$ cat src/rtl/queue_dispatch_scheduler.sv
`default_nettype none
// ============================================================================
//  Module      : queue_dispatch_scheduler
//  Description : Token-based customer queue. Issues tokens 1..255 on demand
//                (rejecting when MAX_WAIT customers are waiting) and dispatches
//                waiting customers to service counters chosen by a round-robin
//                arbiter over the outstanding counter requests.
//  Revision    : 1.0  initial release
// ============================================================================
module queue_dispatch_scheduler #(
    parameter int NUM_COUNTERS = 8,
    parameter int MAX_WAIT     = 32
) (
    input  logic                    clk,
    input  logic                    reset,
    input  logic                    issue_ticket,
    input  logic [NUM_COUNTERS-1:0] counter_req,
    output logic                    ticket_valid,
    output logic [7:0]              ticket_number,
    output logic                    ticket_reject,
    output logic                    serve_valid,
    output logic [2:0]              serve_counter,
    output logic [7:0]              serve_token,
    output logic [2:0]              counter_display,
    output logic [7:0]              customer_number_display,
    output logic [NUM_COUNTERS-1:0] pending_mask,
    output logic [7:0]              waiting_count,
    output logic                    queue_empty,
    output logic                    queue_full
);

    localparam logic [7:0] c_max_wait = 8'(MAX_WAIT);

    logic [7:0]              r_next_ticket;
    logic [7:0]              r_serve_ptr;
    logic [7:0]              r_waiting;
    logic [NUM_COUNTERS-1:0] r_pending;
    logic [2:0]              r_rr_last;

    logic                    w_issue;
    logic                    w_reject;
    logic                    w_dispatch;
    logic                    w_grant_found;
    logic [2:0]              w_grant_idx;
    logic [NUM_COUNTERS-1:0] w_grant_onehot;
    logic [7:0]              w_next_ticket_inc;
    logic [7:0]              w_serve_ptr_inc;
    logic [7:0]              w_waiting_next;

    // Status flags decode the registered occupancy so that same-cycle issue
    // and dispatch decisions both see the state from the previous edge.
    assign queue_empty   = (r_waiting == 8'd0);
    assign queue_full    = (r_waiting == c_max_wait);
    assign waiting_count = r_waiting;
    assign pending_mask  = r_pending;

    assign w_issue    = issue_ticket & ~queue_full;
    assign w_reject   = issue_ticket &  queue_full;
    assign w_dispatch = ~queue_empty & (|r_pending) & w_grant_found;

    // Tokens skip zero: 255 rolls over to 1.
    assign w_next_ticket_inc = (r_next_ticket == 8'd255) ? 8'd1 : r_next_ticket + 8'd1;
    assign w_serve_ptr_inc   = (r_serve_ptr   == 8'd255) ? 8'd1 : r_serve_ptr   + 8'd1;

    // Round-robin search: first pending counter above the last grant, wrapping.
    always_comb begin
        logic [2:0] cand;
        w_grant_found = 1'b0;
        w_grant_idx   = 3'd0;
        for (int k = 1; k <= NUM_COUNTERS; k++) begin
            cand = r_rr_last + 3'(k);
            if (!w_grant_found && r_pending[cand]) begin
                w_grant_found = 1'b1;
                w_grant_idx   = cand;
            end
        end
    end

    assign w_grant_onehot = w_dispatch ? (NUM_COUNTERS'(1) << w_grant_idx) : '0;

    // Occupancy update; simultaneous issue and dispatch cancel out.
    always_comb begin
        w_waiting_next = r_waiting;
        case ({w_issue, w_dispatch})
            2'b10:   w_waiting_next = r_waiting + 8'd1;
            2'b01:   w_waiting_next = r_waiting - 8'd1;
            default: w_waiting_next = r_waiting;
        endcase
    end

    // Queue state: token pointers, occupancy, pending requests, last grant.
    always_ff @(posedge clk or negedge reset) begin
        if (!reset) begin
            r_next_ticket <= 8'd1;
            r_serve_ptr   <= 8'd1;
            r_waiting     <= 8'd0;
            r_pending     <= '0;
            r_rr_last     <= 3'd7;
        end else begin
            r_waiting <= w_waiting_next;
            // A request for the counter being granted this cycle is absorbed.
            r_pending <= (r_pending | counter_req) & ~w_grant_onehot;
            if (w_issue) begin
                r_next_ticket <= w_next_ticket_inc;
            end
            if (w_dispatch) begin
                r_serve_ptr <= w_serve_ptr_inc;
                r_rr_last   <= w_grant_idx;
            end
        end
    end

    // Registered event pulses and the held display of the last dispatch.
    always_ff @(posedge clk or negedge reset) begin
        if (!reset) begin
            ticket_valid            <= 1'b0;
            ticket_number           <= 8'd0;
            ticket_reject           <= 1'b0;
            serve_valid             <= 1'b0;
            serve_counter           <= 3'd0;
            serve_token             <= 8'd0;
            counter_display         <= 3'd0;
            customer_number_display <= 8'd0;
        end else begin
            ticket_valid  <= w_issue;
            ticket_reject <= w_reject;
            serve_valid   <= w_dispatch;
            if (w_issue) begin
                ticket_number <= r_next_ticket;
            end
            if (w_dispatch) begin
                serve_counter           <= w_grant_idx;
                serve_token             <= r_serve_ptr;
                counter_display         <= w_grant_idx;
                customer_number_display <= r_serve_ptr;
            end
        end
    end

endmodule
`default_nettype wire

$ cat config.mk
export PLATFORM = sky130hd
export DESIGN_NAME = queue_dispatch_scheduler
export DESIGN_NICKNAME = d
export VERILOG_FILES = /design/src/rtl/queue_dispatch_scheduler.sv
export SDC_FILE = /design/constraint.sdc
export NUM_CORES = 1
export LEC_CHECK = 0
export CAP_MARGIN = 20
export CORE_MARGIN = 2
export CORE_UTILIZATION = 47
export DETAILED_ROUTE_END_ITERATION = 6
export GPL_TIMING_DRIVEN = 0
export PLACE_DENSITY = 0.72
export SLEW_MARGIN = 10
export SYNTH_ARGS = -nofsm -noshare
export SYNTH_HDL_FRONTEND = slang
export SYNTH_SLANG_ARGS = --single-unit
$ cat constraint.sdc
create_clock -name clk -period 5.19 [get_ports clk]
set_input_delay 1.2975 -clock clk [delete_from_list [all_inputs] [get_ports clk]]
set_output_delay 1.2975 -clock clk [all_outputs]
set_load 0.02 [all_outputs]
==> results of run 1 <==
final timing paths:
check                                        startpoint                                      to  slack [ns]  cells past startpoint
setup / recovery               r_rr_last[0]$_DFFE_PN1P_            waiting_count[7]$_DFFE_PN0P_        0.25                     23
setup reg to reg               r_rr_last[0]$_DFFE_PN1P_            waiting_count[7]$_DFFE_PN0P_        0.25                     23
hold reg to reg            waiting_count[7]$_DFFE_PN0P_            waiting_count[7]$_DFFE_PN0P_        0.49                      1
max in group asynchronous                         reset                r_rr_last[1]$_DFFE_PN1P_        3.59                      2
hold / removal             waiting_count[7]$_DFFE_PN0P_            waiting_count[7]$_DFFE_PN0P_        0.49                      1
min in group asynchronous                         reset  customer_number_display[7]$_DFFE_PN0P_        0.96                      1
layer usage:
metal / track usage / wire length (um)
met1: 0.243 / 3370
met2: 0.323 / 3790
met3: 0.0476 / 362
met4: 0.0782 / 140
met5: 0 / 0
what timing repair did:
| item | in CTS | in global routing |
|---|---|---|
| endpoints found under the setup margin | 1 | 1 |
| gates resized for setup | 2 | 4 |
| buffers inserted | 0 | 1 |
| pin swaps | 0 | 1 |
| cloned | 0 | 0 |
where the power goes:
part / total, uW / switching [uW] / internal, uW
Clock: 409 / 163 / 247
Combinational: 2280 / 1180 / 1100
Sequential: 882 / 222 / 660
logic make-up (layout without fill, tap and decap cells):
kind of cell | after synthesis | after routing | share of synthesized area
xor gates and xnor gates | 19 | 19 | 0.0513
buffers and inverters | 38 | 117 | 0.0662
DFF | 57 | 57 | 0.405
AOI/OAI and AO/OA | 66 | 66 | 0.141
adders and majority gates | 12 | 12 | 0.0446
muxes | 47 | 47 | 0.182
and+or+nand+nor | 78 | 78 | 0.110
cell usage after synthesis, types with 2 or more instances:
library cell	instances	area share
a21oi_1	14	0.020
nand3_1	11	0.016
o21a_1	4	0.0085
and3_1	6	0.011
and2_1	2	0.0035
dfrtp_1	52	0.37
mux2i_1	13	0.037
a211o_1	2	0.0050
o32a_1	4	0.011
mux4_2	10	0.064
o21ai_1	3	0.0042
nand2_2	2	0.0035
xor2_1	5	0.012
dfstp_2	5	0.037
mux2_1	10	0.032
ha_1	11	0.039
buf_4	14	0.030
clkbuf_1	2	0.0021
inv_2	2	0.0021
o21bai_1	3	0.0064
a22oi_1	2	0.0042
o21ai_0	10	0.014
nor2b_1	5	0.0088
a31oi_1	2	0.0035
inv_1	13	0.014
nand4_1	3	0.0053
xnor2_1	12	0.030
o22a_1	3	0.0074
mux2_2	11	0.035
nor2_1	16	0.017
a21o_1	3	0.0064
buf_6	5	0.016
nand2_1	23	0.024
o211ai_1	2	0.0042
nand2b_1	2	0.0035
sequential cells by signal, indices dropped and copies added (netlist names):
name / flops
r_serve_ptr: 8
ticket_number: 8
pending_mask: 8
ticket_valid: 1
waiting_count: 8
customer_number_display: 8
ticket_reject: 1
counter_display: 3
serve_valid: 1
r_next_ticket: 8
r_rr_last: 3
metrics by stage:
stage	std cells	power [uW]	hold WS [ns]	worst slack [ns]
after floorplan	317	2470	0.475	0.445
final	495	3580	0.495	0.247
after global routing	495	3850	0.526	0.00154
after global placement	477	3080	0.481	-0.0554
after detailed placement	478	3150	0.481	-0.123
after CTS	494	3570	0.495	0.0267
final cells by class:
cell class                      count  area [um^2]  share of cell area
Tap cell                           99          124              0.0274
Buffer                             22          178              0.0393
Clock inverter                      3         40.0             0.00887
Sequential cell                    57         1430               0.317
Multi-Input combinational cell    222         1890               0.418
Clock buffer                       13          159              0.0352
Inverter                           16         60.1              0.0133
Timing Repair Buffer               63          633               0.140
==> flow_metrics.env, run 1 <==
export IMPL_cts_tree="built"
export IMPL_globalRouteTotalUtil=0.194
export IMPL_path_buf_inv=7
export IMPL_clock_sinks=57
export IMPL_gp_congestion=0.891
export IMPL_initial_core_util=0.487
export IMPL_antenna_found_initial=0
export IMPL_drive_gt1_frac=0.210
export IMPL_fin_setup_tns_ns=0
export IMPL_crit_required_ns=5.44
export IMPL_synth_edf_count=0
export IMPL_viasPerCell=5.44
export IMPL_io_pins=62
export IMPL_p_per_area_nw_per_um2=792
export IMPL_crit_path_max_incr_delay_ns=0.55
export IMPL_core_um2=7250
export IMPL_syn_area_um2=3530
export IMPL_final_common_cell="clkdlybuf4s50_1"
export IMPL_hold_viol_final=0
export IMPL_ir_drop_mv=0.341
export IMPL_clock_skew_ns=0.00746
export IMPL_diodes=0
export IMPL_wl_um=7660
export IMPL_syn_num_nets=340
export IMPL_setup_violations=0
export IMPL_die_h_um=90.7
export IMPL_crit_top_cell="buf_6"
export IMPL_min_path_type="reg -> reg"
export IMPL_detail_route_wl_per_cell_um=15.5
export IMPL_status="finished clean"
export IMPL_rows=31
export IMPL_synthArstFlopShare=1.00
export IMPL_max_freq_mhz=202
export IMPL_grt_pass1_wl_um=12900
export IMPL_endpoint_kind="flop"
export IMPL_syn_area_per_cell_um2=11.2
export IMPL_seq_area_frac_synth=0.405
export IMPL_synth_flop_cell="dfrtp_1"
export IMPL_worstMarginPinSlew_ns=0.589
export IMPL_fin_crit_ns=4.94
export IMPL_p_leak_uw=0.00191
export IMPL_ant_nets=0
export IMPL_drt_iter0_drc=151
export IMPL_worstSetupStartpointType="flop"
export IMPL_path_clk_slew_ns=0.06
export IMPL_ys_warnings_count=0
export IMPL_slew_limit_headroom=0.607
export IMPL_rsz0062_at_grt="false"
export IMPL_final_util=0.623
export IMPL_fillers=612
export IMPL_cp_top_family="compound AO/OA/AOI/OAI gates"
export IMPL_final_net_count=414
export IMPL_area_growth_pct=27.8
export IMPL_yosysUniqueCellTypes=65
export IMPL_drcViolationCount=0
export IMPL_drt_pass1_iter_count=4
export IMPL_port_buffers=61
export IMPL_crit_slowest_cell="dfstp_2"
export IMPL_fin_area_um2=4520
export IMPL_cts_path_max_buffers=2
export IMPL_crit_type="reg -> reg"
export IMPL_first_global_vias=2771
export IMPL_grt_overflow=0
export IMPL_grt_max_degree=35
export IMPL_syn_inst=317
export IMPL_postPlaceCellArea_um2=4280
export IMPL_finalCritPeriodShare=0.952
export IMPL_ys_ff_latch=57
export IMPL_vias=2695
export IMPL_path_cells="buf_6 > buf_6 > inv_2 > ha_1 > buf_4 > mux2i_1 > mux4_2 > a22o_2 > and3_1 > buf_6 > a41oi_4 > buf_6 > buf_6 > ha_4 > ha_1 > a21o_1 > a21oi_2 > o21bai_1 > a21oi_2 > o21bai_1 > a21oi_1 > mux2i_1 > xnor2_1"
export IMPL_numCtsBuffers=9
export IMPL_clk_latency_ns=0.32
export IMPL_crit_arrival_ns=5.19
export IMPL_path_max_fanout=11
export IMPL_drv_cap=0
export IMPL_die_area_um2=8230
export IMPL_dieWidth_um=90.7
export IMPL_layout_cells_most_common_list="clkdlybuf4s50_1, dfrtp_1, nand2_1"
export IMPL_root_buffer="clkbuf_8"
export IMPL_drv_slew=0
export IMPL_htreeDepth=3
export IMPL_ctsHoldBuffers=0
export IMPL_hpwl_um=5700
No activity file was read; power rests on OpenSTA's default activity.
==> run 2: changes to the inputs <==
--- a/config.mk
+++ b/config.mk
@@ -7,10 +7,10 @@
 export LEC_CHECK = 0
 export CAP_MARGIN = 20
 export CORE_MARGIN = 2
-export CORE_UTILIZATION = 47
+export CORE_UTILIZATION = 52
 export DETAILED_ROUTE_END_ITERATION = 6
 export GPL_TIMING_DRIVEN = 0
-export PLACE_DENSITY = 0.72
+export PLACE_DENSITY = 0.79
 export SLEW_MARGIN = 10
 export SYNTH_ARGS = -nofsm -noshare
 export SYNTH_HDL_FRONTEND = slang
==> flow_metrics.env, run 2 (same netlist as run 1, synthesis figures left out) <==
export IMPL_multiInputGateArea_um2=1890
export IMPL_holdWs_ns=0.499
export IMPL_finalCritPeriodShare=0.957
export IMPL_grt_max_degree=36
export IMPL_hold_viol_final=0
export IMPL_r2r_end="waiting_count[7]$_DFFE_PN0P_"
export IMPL_die_area_um2=7470
export IMPL_combPwrFrac=0.639
export IMPL_p_sw_uw=1570
export IMPL_gp_congestion=0.890
export IMPL_min_path_type="reg -> reg"
export IMPL_area_growth_pct=27.7
export IMPL_numCtsBuffers=9
export IMPL_final_common_cell="clkdlybuf4s50_1"
export IMPL_worstMarginPinSlew_ns=0.638
export IMPL_register_area_um2=1430
export IMPL_path_clk_slew_ns=0.06
export IMPL_ant_nets=0
export IMPL_drv_slew=0
export IMPL_viasPerCell=5.71
export IMPL_worstSetupStartpointType="flop"
export IMPL_min_from="waiting_count[7]$_DFFE_PN0P_"
export IMPL_io_pins=62
export IMPL_wl_um=7640
export IMPL_crit_type="reg -> reg"
export IMPL_internal_power_uw=2030
export IMPL_fillers=493
export IMPL_fin_crit_ns=4.97
export IMPL_reg2reg_from="r_rr_last[0]$_DFFE_PN1P_"
export IMPL_rrSetupSlack_ns=0.22
export IMPL_port_buffers=61
export IMPL_cts_tree="built"
export IMPL_endpoint_kind="flop"
export IMPL_crit_required_ns=5.43
export IMPL_antenna_found_initial=0
export IMPL_initial_core_util=0.529
export IMPL_reg2reg_depth=23
export IMPL_ir_drop_mv=0.422
export IMPL_drt_iter0_drc=117
export IMPL_grt_overflow=0
export IMPL_sw_frac_of_total=0.436
export IMPL_clock_skew_ns=0.00625
export IMPL_setup_violations=0
export IMPL_status="finished clean"
export IMPL_final_util=0.676
export IMPL_vias=2731
export IMPL_diodes=0
export IMPL_max_freq_mhz=201
export IMPL_whs_endpoint="waiting_count[7]$_DFFE_PN0P_"
export IMPL_clkPwrFrac=0.118
export IMPL_layout_cells_most_common_list="clkdlybuf4s50_1, dfrtp_1, nand2_1"
export IMPL_detail_route_wl_per_cell_um=16.0
export IMPL_grt_pass1_wl_um=12300
export IMPL_final_net_count=416
export IMPL_crit_arrival_ns=5.21
export IMPL_ctsHoldBuffers=0
export IMPL_die_h_um=86.4
export IMPL_cts_path_max_buffers=2
export IMPL_drcViolationCount=0
export IMPL_clock_sinks=57
export IMPL_hpwl_um=5590
export IMPL_dieWidth_um=86.4
export IMPL_rows=30
export IMPL_drt_pass1_iter_count=4
export IMPL_slew_limit_headroom=0.574
export IMPL_p_per_area_nw_per_um2=796
export IMPL_globalRouteTotalUtil=0.212
export IMPL_clk_latency_ns=0.33
export IMPL_htreeDepth=3
export IMPL_first_global_vias=2614
export IMPL_p_leak_uw=0.00192
export IMPL_drv_cap=0
export IMPL_path_max_fanout=11
export IMPL_core_um2=6680
export IMPL_seqPwrFrac=0.243
export IMPL_drive_gt1_frac=0.211
export IMPL_root_buffer="clkbuf_8"
export IMPL_holdPathStages=1
## run 2: timing repair
| item | in CTS | in global routing |
|---|---|---|
| gates resized for setup | 2 | 3 |
| endpoints found under the setup margin | 1 | 1 |
| setup buffers | 0 | 3 |
## run 2: power groups by stage
stage | Combinational [uW] | Clock [uW] | Sequential [uW]
after floorplan | 1500 | 0 | 973
after global placement | 2190 | 0 | 873
after detailed placement | 2260 | 0 | 882
after CTS | 2280 | 432 | 875
after global routing | 2480 | 452 | 910
final | 2290 | 423 | 875
## run 2: routing by layer
layer / global-route usage / routed length, um / part of all wire
met1: 0.280 / 3290 / 0.43
met2: 0.343 / 3830 / 0.50
met3: 0.0581 / 455 / 0.060
met4: 0.0682 / 68 / 0.0089
met5: 0 / 0 / 0
## run 2: area by class of cell
cell class,instances,share of cell area
multi-input cells,222,0.418
flip-flops and latches,57,0.317
repair buffers,65,0.144
plain buffers,22,0.0394
clock buffers,14,0.0382
well taps,80,0.0222
inverters,16,0.0133
clock inverters,2,0.00776
## run 2: how the worst max path moves through the flow
stage / startpoint / to / slack (ns)
floorplan: r_rr_last[0]$_DFFE_PN1P_ / waiting_count[7]$_DFFE_PN0P_ / 0.44
global placement: r_rr_last[1]$_DFFE_PN1P_ / waiting_count[7]$_DFFE_PN0P_ / -0.04
detailed placement: r_rr_last[1]$_DFFE_PN1P_ / waiting_count[7]$_DFFE_PN0P_ / -0.08
CTS: r_rr_last[1]$_DFFE_PN1P_ / waiting_count[7]$_DFFE_PN0P_ / 0.04
global route: r_rr_last[0]$_DFFE_PN1P_ / waiting_count[7]$_DFFE_PN0P_ / -0.01
finish: r_rr_last[0]$_DFFE_PN1P_ / waiting_count[7]$_DFFE_PN0P_ / 0.22
## run 2: per-stage QoR
step	instances	setup WS [ns]	instance area (um^2)	setup TNS, ns	power (uW)
2_1_floorplan	317	0.445	3530	0	2470
4_1_cts	475	0.0354	4480	0	3590
6_report	478	0.223	4510	0	3590
5_1_grt	478	-0.0119	4510	-0.0119	3840
3_3_place_gp	458	-0.0383	4250	-0.0383	3060
3_5_place_dp	459	-0.0837	4260	-0.0837	3140
## run 2: critical path, stage by stage (launching register included)
cell      delay [ns]
dfstp_2         0.54
buf_6           0.13
buf_6           0.16
inv_2           0.09
ha_1            0.33
buf_4           0.20
mux2i_1         0.15
mux4_2          0.49
a22o_1          0.28
and3_1          0.18
buf_6           0.14
a41oi_4         0.17
buf_6           0.18
buf_6           0.17
ha_4            0.16
buf_4           0.14
ha_1            0.27
a21oi_2         0.19
o21bai_1        0.12
a21oi_2         0.19
o21bai_1        0.08
a21oi_1         0.18
mux2i_1         0.23
xnor2_1         0.13
==> run 3: changes to the inputs <==
==> constraint.sdc (replaced) <==
create_clock -name clk -period 5.19 [get_ports clk]
set_input_delay 0.7785 -clock clk [delete_from_list [all_inputs] [get_ports clk]]
set_output_delay 0.7785 -clock clk [all_outputs]
set_load 0.02 [all_outputs]
==> results of run 3 <==
The final DEF is identical to that of run 2. Status: finished clean.
Among the figures that moved: hold slack 0.499 ns -> 0.423 ns
